$ cat src/rtl/serial_sub_pkg.sv
// serial_sub_pkg: shared types and helpers for the bit-serial subtractor.
//   state_e    : FSM state encoding (IDLE, RUN, DONE)
//   cnt_width  : width of the bit counter for a given operand width
package serial_sub_pkg;

  typedef enum logic [1:0] {
    IDLE = 2'd0,
    RUN  = 2'd1,
    DONE = 2'd2
  } state_e;

  // Counter must address bit indices 0..width-1; never narrower than one bit.
  function automatic int cnt_width(input int width);
    if (width <= 2) begin
      return 1;
    end else begin
      return $clog2(width);
    end
  endfunction

endpackage

$ cat src/rtl/serial_sub_if.sv
// serial_sub_if: request/result bundle of the bit-serial subtractor.
//   master : drives start, a, b, bin; observes busy, done, diff, bout
//   slave  : the subtractor side (opposite directions)
interface serial_sub_if #(
  parameter int WIDTH = 4
);

  logic             start;
  logic [WIDTH-1:0] a;
  logic [WIDTH-1:0] b;
  logic             bin;
  logic             busy;
  logic             done;
  logic [WIDTH-1:0] diff;
  logic             bout;

  modport master (
    output start, a, b, bin,
    input  busy, done, diff, bout
  );

  modport slave (
    input  start, a, b, bin,
    output busy, done, diff, bout
  );

endinterface

$ cat src/rtl/serial_sub_full_sub.sv
// full_sub: 1-bit combinational full subtractor, computes x - y - bi.
//   x, y, bi : minuend bit, subtrahend bit, borrow-in
//   d, bo    : difference bit, borrow-out
module full_sub (
  input  logic x,
  input  logic y,
  input  logic bi,
  output logic d,
  output logic bo
);

  assign d  = x ^ y ^ bi;
  // Borrow when y beats x outright, or when they tie and a borrow is pending.
  assign bo = (~x & y) | (~(x ^ y) & bi);

endmodule

$ cat src/rtl/serial_sub.sv
// serial_sub: bit-serial unsigned subtractor, diff = (a - b - bin) mod 2^WIDTH.
// One bit per clock, LSB first, through a single full_sub cell.
//   clk   : clock, rising edge
//   rst_n : synchronous active-low reset
//   bus   : serial_sub_if slave (start/a/b/bin in, busy/done/diff/bout out)
// A start accepted at edge E0 gives busy for WIDTH cycles and a one-cycle
// done pulse after edge E0+WIDTH. start is accepted in IDLE and DONE only.
module serial_sub
  import serial_sub_pkg::*;
#(
  parameter int WIDTH = 4
) (
  input  logic         clk,
  input  logic         rst_n,
  serial_sub_if.slave  bus
);

  localparam int CW = cnt_width(WIDTH);
  localparam logic [CW-1:0] LAST_BIT = CW'(WIDTH - 1);

  state_e           state_r;
  state_e           state_nxt_s;
  logic [WIDTH-1:0] a_r;
  logic [WIDTH-1:0] b_r;
  logic [WIDTH-1:0] res_r;
  logic [WIDTH-1:0] res_nxt_s;
  logic [CW-1:0]    cnt_r;
  logic             br_r;
  logic             busy_r;
  logic             done_r;
  logic [WIDTH-1:0] diff_r;
  logic             bout_r;
  logic             d_s;
  logic             bo_s;
  logic             last_s;

  full_sub u_full_sub (
    .x  (a_r[0]),
    .y  (b_r[0]),
    .bi (br_r),
    .d  (d_s),
    .bo (bo_s)
  );

  // The new difference bit enters at the MSB; after WIDTH shifts bit 0 lands at bit 0.
  assign res_nxt_s = WIDTH'({d_s, res_r} >> 1'b1);

  // Flags the edge that processes the final operand bit.
  always_comb begin
    last_s = 1'b0;
    if ((state_r == RUN) && (cnt_r == LAST_BIT)) begin
      last_s = 1'b1;
    end else begin
      last_s = 1'b0;
    end
  end

  // Next-state logic of the IDLE/RUN/DONE controller.
  always_comb begin
    state_nxt_s = state_r;
    case (state_r)
      IDLE: begin
        if (bus.start) state_nxt_s = RUN;
        else           state_nxt_s = IDLE;
      end
      RUN: begin
        if (last_s) state_nxt_s = DONE;
        else        state_nxt_s = RUN;
      end
      DONE: begin
        if (bus.start) state_nxt_s = RUN;
        else           state_nxt_s = IDLE;
      end
      default: state_nxt_s = IDLE;
    endcase
  end

  // State register plus busy/done, registered from the next state.
  always_ff @(posedge clk) begin
    if (!rst_n) begin
      state_r <= IDLE;
      busy_r  <= 1'b0;
      done_r  <= 1'b0;
    end else begin
      state_r <= state_nxt_s;
      busy_r  <= (state_nxt_s == RUN);
      done_r  <= (state_nxt_s == DONE);
    end
  end

  // Operand shift registers, borrow FF, bit counter and partial result.
  always_ff @(posedge clk) begin
    if (!rst_n) begin
      a_r   <= {WIDTH{1'b0}};
      b_r   <= {WIDTH{1'b0}};
      res_r <= {WIDTH{1'b0}};
      br_r  <= 1'b0;
      cnt_r <= {CW{1'b0}};
    end else begin
      case (state_r)
        IDLE, DONE: begin
          if (bus.start) begin
            a_r   <= bus.a;
            b_r   <= bus.b;
            br_r  <= bus.bin;
            cnt_r <= {CW{1'b0}};
          end else begin
            a_r   <= a_r;
            b_r   <= b_r;
            br_r  <= br_r;
            cnt_r <= cnt_r;
          end
        end
        RUN: begin
          a_r   <= a_r >> 1'b1;
          b_r   <= b_r >> 1'b1;
          res_r <= res_nxt_s;
          br_r  <= bo_s;
          // Hold on the final bit so the counter never wraps.
          if (last_s) cnt_r <= cnt_r;
          else        cnt_r <= cnt_r + CW'(1);
        end
        default: begin
          a_r   <= a_r;
          b_r   <= b_r;
          res_r <= res_r;
          br_r  <= br_r;
          cnt_r <= cnt_r;
        end
      endcase
    end
  end

  // Published result: updated only on the RUN->DONE edge, held otherwise.
  always_ff @(posedge clk) begin
    if (!rst_n) begin
      diff_r <= {WIDTH{1'b0}};
      bout_r <= 1'b0;
    end else if (last_s) begin
      diff_r <= res_nxt_s;
      bout_r <= bo_s;
    end else begin
      diff_r <= diff_r;
      bout_r <= bout_r;
    end
  end

  assign bus.busy = busy_r;
  assign bus.done = done_r;
  assign bus.diff = diff_r;
  assign bus.bout = bout_r;

endmodule

$ cat src/flat_wrapper.sv
// flat-port wrapper written by rule: the top's interface ports become plain ports
module serial_sub_flat import serial_sub_pkg::*;
#(
  parameter int WIDTH = 4
)
  (clk, rst_n, bus_start, bus_a, bus_b, bus_bin, bus_busy, bus_done, bus_diff, bus_bout);
  serial_sub_if #(.WIDTH(WIDTH)) bus_i ();
  input  logic clk;
  input  logic rst_n;
  input wire logic [$bits(bus_i.start)-1:0] bus_start;
  input wire logic [$bits(bus_i.a)-1:0] bus_a;
  input wire logic [$bits(bus_i.b)-1:0] bus_b;
  input wire logic [$bits(bus_i.bin)-1:0] bus_bin;
  output wire logic [$bits(bus_i.busy)-1:0] bus_busy;
  output wire logic [$bits(bus_i.done)-1:0] bus_done;
  output wire logic [$bits(bus_i.diff)-1:0] bus_diff;
  output wire logic [$bits(bus_i.bout)-1:0] bus_bout;
  assign bus_i.start = bus_start;
  assign bus_i.a = bus_a;
  assign bus_i.b = bus_b;
  assign bus_i.bin = bus_bin;
  assign bus_busy = bus_i.busy;
  assign bus_done = bus_i.done;
  assign bus_diff = bus_i.diff;
  assign bus_bout = bus_i.bout;
  serial_sub #(.WIDTH(WIDTH)) u_core (.clk(clk), .rst_n(rst_n), .bus(bus_i));
endmodule
$ cat config.mk
export PLATFORM = sky130hd
export DESIGN_NAME = serial_sub_flat
export DESIGN_NICKNAME = d
export VERILOG_FILES = /design/src/rtl/serial_sub_pkg.sv /design/src/rtl/serial_sub_if.sv /design/src/rtl/serial_sub_full_sub.sv /design/src/rtl/serial_sub.sv /design/src/flat_wrapper.sv
export SDC_FILE = /design/constraint.sdc
export NUM_CORES = 1
export LEC_CHECK = 0
export BUFFER_PORTS_ARGS = -buffer_cell sky130_fd_sc_hd__buf_2
export CAP_MARGIN = 20
export CELL_PAD_IN_SITES_DETAIL_PLACEMENT = 0
export CELL_PAD_IN_SITES_GLOBAL_PLACEMENT = 2
export CORE_MARGIN = 2
export CORE_UTILIZATION = 35
export CTS_BUF_LIST = sky130_fd_sc_hd__clkbuf_4 sky130_fd_sc_hd__clkbuf_8
export CTS_CLUSTER_DIAMETER = 60
export CTS_CLUSTER_SIZE = 30
export DETAILED_ROUTE_END_ITERATION = 7
export HOLD_SLACK_MARGIN = 0.08
export PLACE_DENSITY_LB_ADDON = 0.1
export RECOVER_POWER = 25
export SETUP_SLACK_MARGIN = 0.4
export SYNTH_ARGS = -nofsm -noshare
export SYNTH_HDL_FRONTEND = slang
export SYNTH_SLANG_ARGS = --single-unit
$ cat constraint.sdc
create_clock -name clk -period 2.4 [get_ports clk]
set_input_delay 0.24 -clock clk [delete_from_list [all_inputs] [get_ports clk]]
set_output_delay 0.24 -clock clk [all_outputs]
set_load 0.01 [all_outputs]
# Yosys cells after proc, flatten, opt, wreduce, memory -nomap -nowiden
# Index checks and enable logic that the tools add are counted.
[totals]
register_bits = 24
wordCells = 44
[classes]
n_addsub = 1
n_eq_ne = 7
mux = 13
bitwise = 7
n_reduce_logical = 6
[op_table]
columns = ["op", "count"]
rows = [
  ["case mux 4 bit (2 select lines)", 2],
  ["2-to-1 mux 4 bit", 2],
  ["case mux 2 bit (2 select lines)", 2],
  ["== test 2 bit, second input constant", 3],
  ["2-to-1 mux 2 bit", 3],
  ["== test 2 x 1 -> 1 bit, second input constant", 2],
  ["2-to-1 mux 1 bit", 3],
  ["AND reduction 3 bit", 1],
  ["adder 2 x 1 -> 2 bit, second input constant", 1],
  ["bitwise AND 1 bit", 2],
  ["logical NOT 2 bit", 1],
  ["!= test 2 x 1 -> 1 bit, second input constant", 1],
  ["!= test 2 bit, second input constant", 1],
  ["NOT 1 bit", 2],
  ["case mux 1 bit (2 select lines)", 1],
  ["AND reduction 2 bit", 1],
  ["nonzero test 2 bit", 1],
  ["OR reduction 2 bit", 1],
  ["bitwise XOR 1 bit", 2],
  ["logical AND 1 bit", 1],
  ["bitwise OR 1 bit", 1],
]

# Depth between registers and ports, before layout
[logic_depth]
ltp_word = 6
mapped_depth = 5
mapped_depth_nobuf = 4

# Cells and area by module
# From an unflattened synthesis, not the netlist that was laid out.
[unflattened]
hier_cells = 100
hier_area_um2 = 907.1
[modules_own_cells]
columns = ["module", "n_inst", "cells_each", "area_each_um2", "seq_area_each_um2"]
rows = [
  ["serial_sub", 1, 96, 875.8, 460.4],
  ["full_sub", 1, 4, 31.3, 0.0],
]

# Worst setup path before layout
# No wires, ideal clock.
[synth_path]
kind = "register to register"
from = "reg u_core.cnt_r[0]"
to = "reg u_core.cnt_r[0]"
setup_time_ps = 116
t_arrival_ps = 1152
required_ps = 2284
path_slack_ps = 1132
stages_incl_launch_ff = 6
path_buffers = 1
synth_period_minus_slack_ps = 1268
path_cell_list = "dfxtp_1 ha_1 buf_6 nor3b_2 nor2_1 a31o_2"
[synth_between]
elab_chain_len = 5
elab_cells_between_ends = 8
classes_between = "1 x add/sub; 2 x eq/ne; 3 x mux; 2 x reduce/logical"
[synth_rtl]
columns = ["item", "line", "text"]
rows = [
  ["start: declaration", "serial_sub.sv:27", "logic [CW-1:0] cnt_r;"],
  ["start signal: assignment", "serial_sub.sv:98", "cnt_r <= {CW{1'b0}};"],
  ["start signal: assignment", "serial_sub.sv:106", "cnt_r <= {CW{1'b0}};"],
  ["start signal: assignment", "serial_sub.sv:111", "cnt_r <= cnt_r;"],
  ["== test 2 bit", "serial_sub.sv:51", "if ((state_r == RUN) && (cnt_r == LAST_BIT)) begin"],
  ["logical AND 1 bit", "serial_sub.sv:51", ""],
  ["2-to-1 mux 1 bit", "serial_sub.sv:51", ""],
  ["!= test 2 bit (no source line)", "--", ""],
  ["AND reduction 3 bit (no source line)", "--", ""],
]
# Several ways; a longest one is shown, not always the timed one. The select of a mux whose other input is x is not followed.
# A chain may end at the register's enable or synchronous reset.

# Final worst setup path
# Same ends and word-level chain as after synthesis.

==> qor.csv <==
stage,metric,value,unit
status,status,completed,
synthesis,yosysSeqAreaShare,0.503,
clocking,post-cts-setup-buffers,0,
power_and_ir_drop,p_per_area,656,nW/um^2
floorplanning,die_area,3040,um^2
hold_path,hold_path_class,in2reg,
synthesis,synth_ff_type,dfxtp_1,
routing,drtAntennaViolNets,0,
synthesis,yosys-top-cells-area,"dfxtp_1, nand2_1, a21oi_1",
timing,min_period_over_period,0.587,
timing,worstMarginPinSlew,659,ps
clocking,clk_pin_slew,120,ps
timing,setup-tns-final,0,ps
synthesis,synthArstFlopShare,0,
timing,relSlewSlack,0.561,
critical_path,path_class,reg2reg,
clocking,cts_made_buffers,3,
synthesis,synth_cells,107,
clocking,clockRootBuffer,clkbuf_4,
clocking,clock_sinks,23,
synthesis,synthAdderAreaFrac,0.0356,
floorplanning,die_w,55.1,um
routing,drt-wirelength-per-cell,11.9,um
timing,rsz0062_at_grt,no,
critical_path,cp_max_fo,9,
synthesis,synth-seq-cells,23,
synthesis,ys_top_cells_by_count,"nand2_1, dfxtp_1, a21oi_1, nand3_1",
synthesis,synth_mux_area_frac,0,
synthesis,syn-num-nets,121,
floorplanning,core,2480,um^2
power_and_ir_drop,peakVddDrop,0.000419,V
routing,via_count,757,
synthesis,yosysMostFrequentCell,nand2_1,
critical_path,end_kind,register,
critical_path,cp_data_arrival_time,1620,ps
synthesis,synth_area_per_cell,8.55,um^2
timing,final.setup.worst_slack,990,ps
routing,drc,0,
clocking,post_cts_resized,0,
global_route,grt.overflow.total,0,
routing,wl,1.82,mm
synthesis,synth_top_area_cell,dfxtp_1,
global_route,antenna_found_initial,0,
floorplanning,placementRows,18,
floorplanning,die_height,55.1,um
routing,drt_first_pass_iters,4,
synthesis,synthXorXnorAreaFrac,0,
clocking,htreeDepth,1,
global_route,grt_max_degree,21,
synthesis,ys_types,24,
place,place_congestion,0.664,
place,post-dp-hpwl,1.24,mm
timing,timing_hold_violations_final,0,
layout,diodes,0,
global_route,grt_use_total,0.141,
synthesis,yosys.area.top_type_share,0.503,
place,portBuffers,18,
routing,vias_per_cell,4.95,
timing,fmax,709,MHz
timing,setup_viol,0,
critical_path,cp.required,2610,ps
synthesis,yosys.area_share.simple,0.227,
timing,min_period,1410,ps
place,pre_cts_slack,992,ps
timing,slew_violations,0,
clocking,worstSkewPairLatency,300,ps
synthesis,synth_edf_count,0,
layout,areaGrowthSynthToFinish,12.2,%
synthesis,synth_compound_area_frac,0.175,
flow_run,maxCapViolCount,0,
routing,drtIter0Drc,11,
synthesis,synth_top_family_by_area,simple AND/OR/NAND/NOR gates,
clocking,postCtsHoldBufs,0,
floorplanning,ios,19,
floorplanning,start_util,0.369,
synthesis,ys_warn_count,0,
global_route,grt_pass1_vias,706,
global_route,grt_pass1_wl,3.03,mm
layout,layout-drive-gt1-share,0.163,
layout,nets,138,
timing,clock-skew-final,8.55,ps
clocking,cts_buffer_depth,2,
power_and_ir_drop,p_leak,0.384,nW
synthesis,syn-cell-area,915,um^2
clocking,cts_tree,built,
critical_path,start_kind,register,
## worst max-delay path: stages (launching register included)
cell and delay, ps:
dfxtp_1 350, ha_1 340, nor3b_2 270, nor2_1 110, a31o_2 250
## cells in the final DEF (no fill, tap or decap), drive strengths merged
cell	n
fa	1
a31o	1
clkbuf	10
a21oi	12
a2bb2oi	1
nor3b	1
a31oi	6
and2b	1
nor4	1
dfxtp	23
nand2	25
buf	12
nand3b	2
ha	1
nand2b	2
a311oi	1
nand3	7
clkinv	1
nor2	5
inv	3
o21ai	6
nor2b	1
## kinds of logic (layout without fill, tap and decap cells)
| family | count (synthesis) | count (layout) |
|---|---|---|
| AND/OR/NAND/NOR | 45 | 45 |
| AO/OA/AOI/OAI | 27 | 27 |
| flip-flops | 23 | 23 |
| buffers and inverters | 10 | 26 |
| adder cells (fa/ha/maj) | 2 | 2 |
## where the power goes
part           switching (W)  internal [W]  leakage (nW)
combinational      0.0000507     0.0000343         0.179
clock               0.000112     0.0000621        0.0177
sequential         0.0000117      0.000402         0.188
## through the flow
stage	instances	area (um^2)	utilization	total power, W	hold WS (ps)
after floorplan	107	915	-	0.000484	376
after global placement	149	1010	0.407	0.000509	441
after detailed placement	149	1010	0.407	0.000510	445
after CTS	153	1030	0.418	0.000692	149
after global routing	153	1030	0.414	0.000723	159
final	153	1030	0.414	0.000673	168
## metal layers
layer  part of all wire  track usage  vias to the layer above
met5                  0            0                        -
li1                   -            -                      396
met4             0.0082       0.0610                        0
met1               0.53        0.189                      351
met3              0.031       0.0323                        2
met2               0.43        0.218                        8
## cell type report
cell class                 instances  area, um^2
tap                               30        37.5
clock buffer                       3        22.5
fill                             292        1450
timing repair buffer              19        88.8
clock inverter                     1        5.00
sequential                        23         460
inverter                           3        11.3
multi-input combinational         74         400
## registers in the layout, summed over array words and instances, names as in the netlist
name,cells
u_core.bus.bout,1
u_core.res_r,3
u_core.bus.busy,1
u_core.state_r,2
u_core.b_r,4
u_core.bus.done,1
u_core.cnt_r,2
u_core.bus.diff,4
u_core.br_r,1
u_core.a_r,4
## path summary, 6_finish.rpt
path | startpoint | endpoint | slack (ps) | cells after the start
max | u_core.cnt_r[0]$_SDFFE_PN0P_ | u_core.cnt_r[0]$_SDFFE_PN0P_ | 990 | 4
min | bus_b[3] | u_core.b_r[3]$_SDFFE_PN0P_ | 170 | 3
max reg2reg | u_core.cnt_r[0]$_SDFFE_PN0P_ | u_core.cnt_r[0]$_SDFFE_PN0P_ | 990 | 4
min reg2reg | u_core.bus.diff[2]$_SDFFE_PN0P_ | u_core.bus.diff[2]$_SDFFE_PN0P_ | 460 | 2
(Power assumes the default switching activity.)
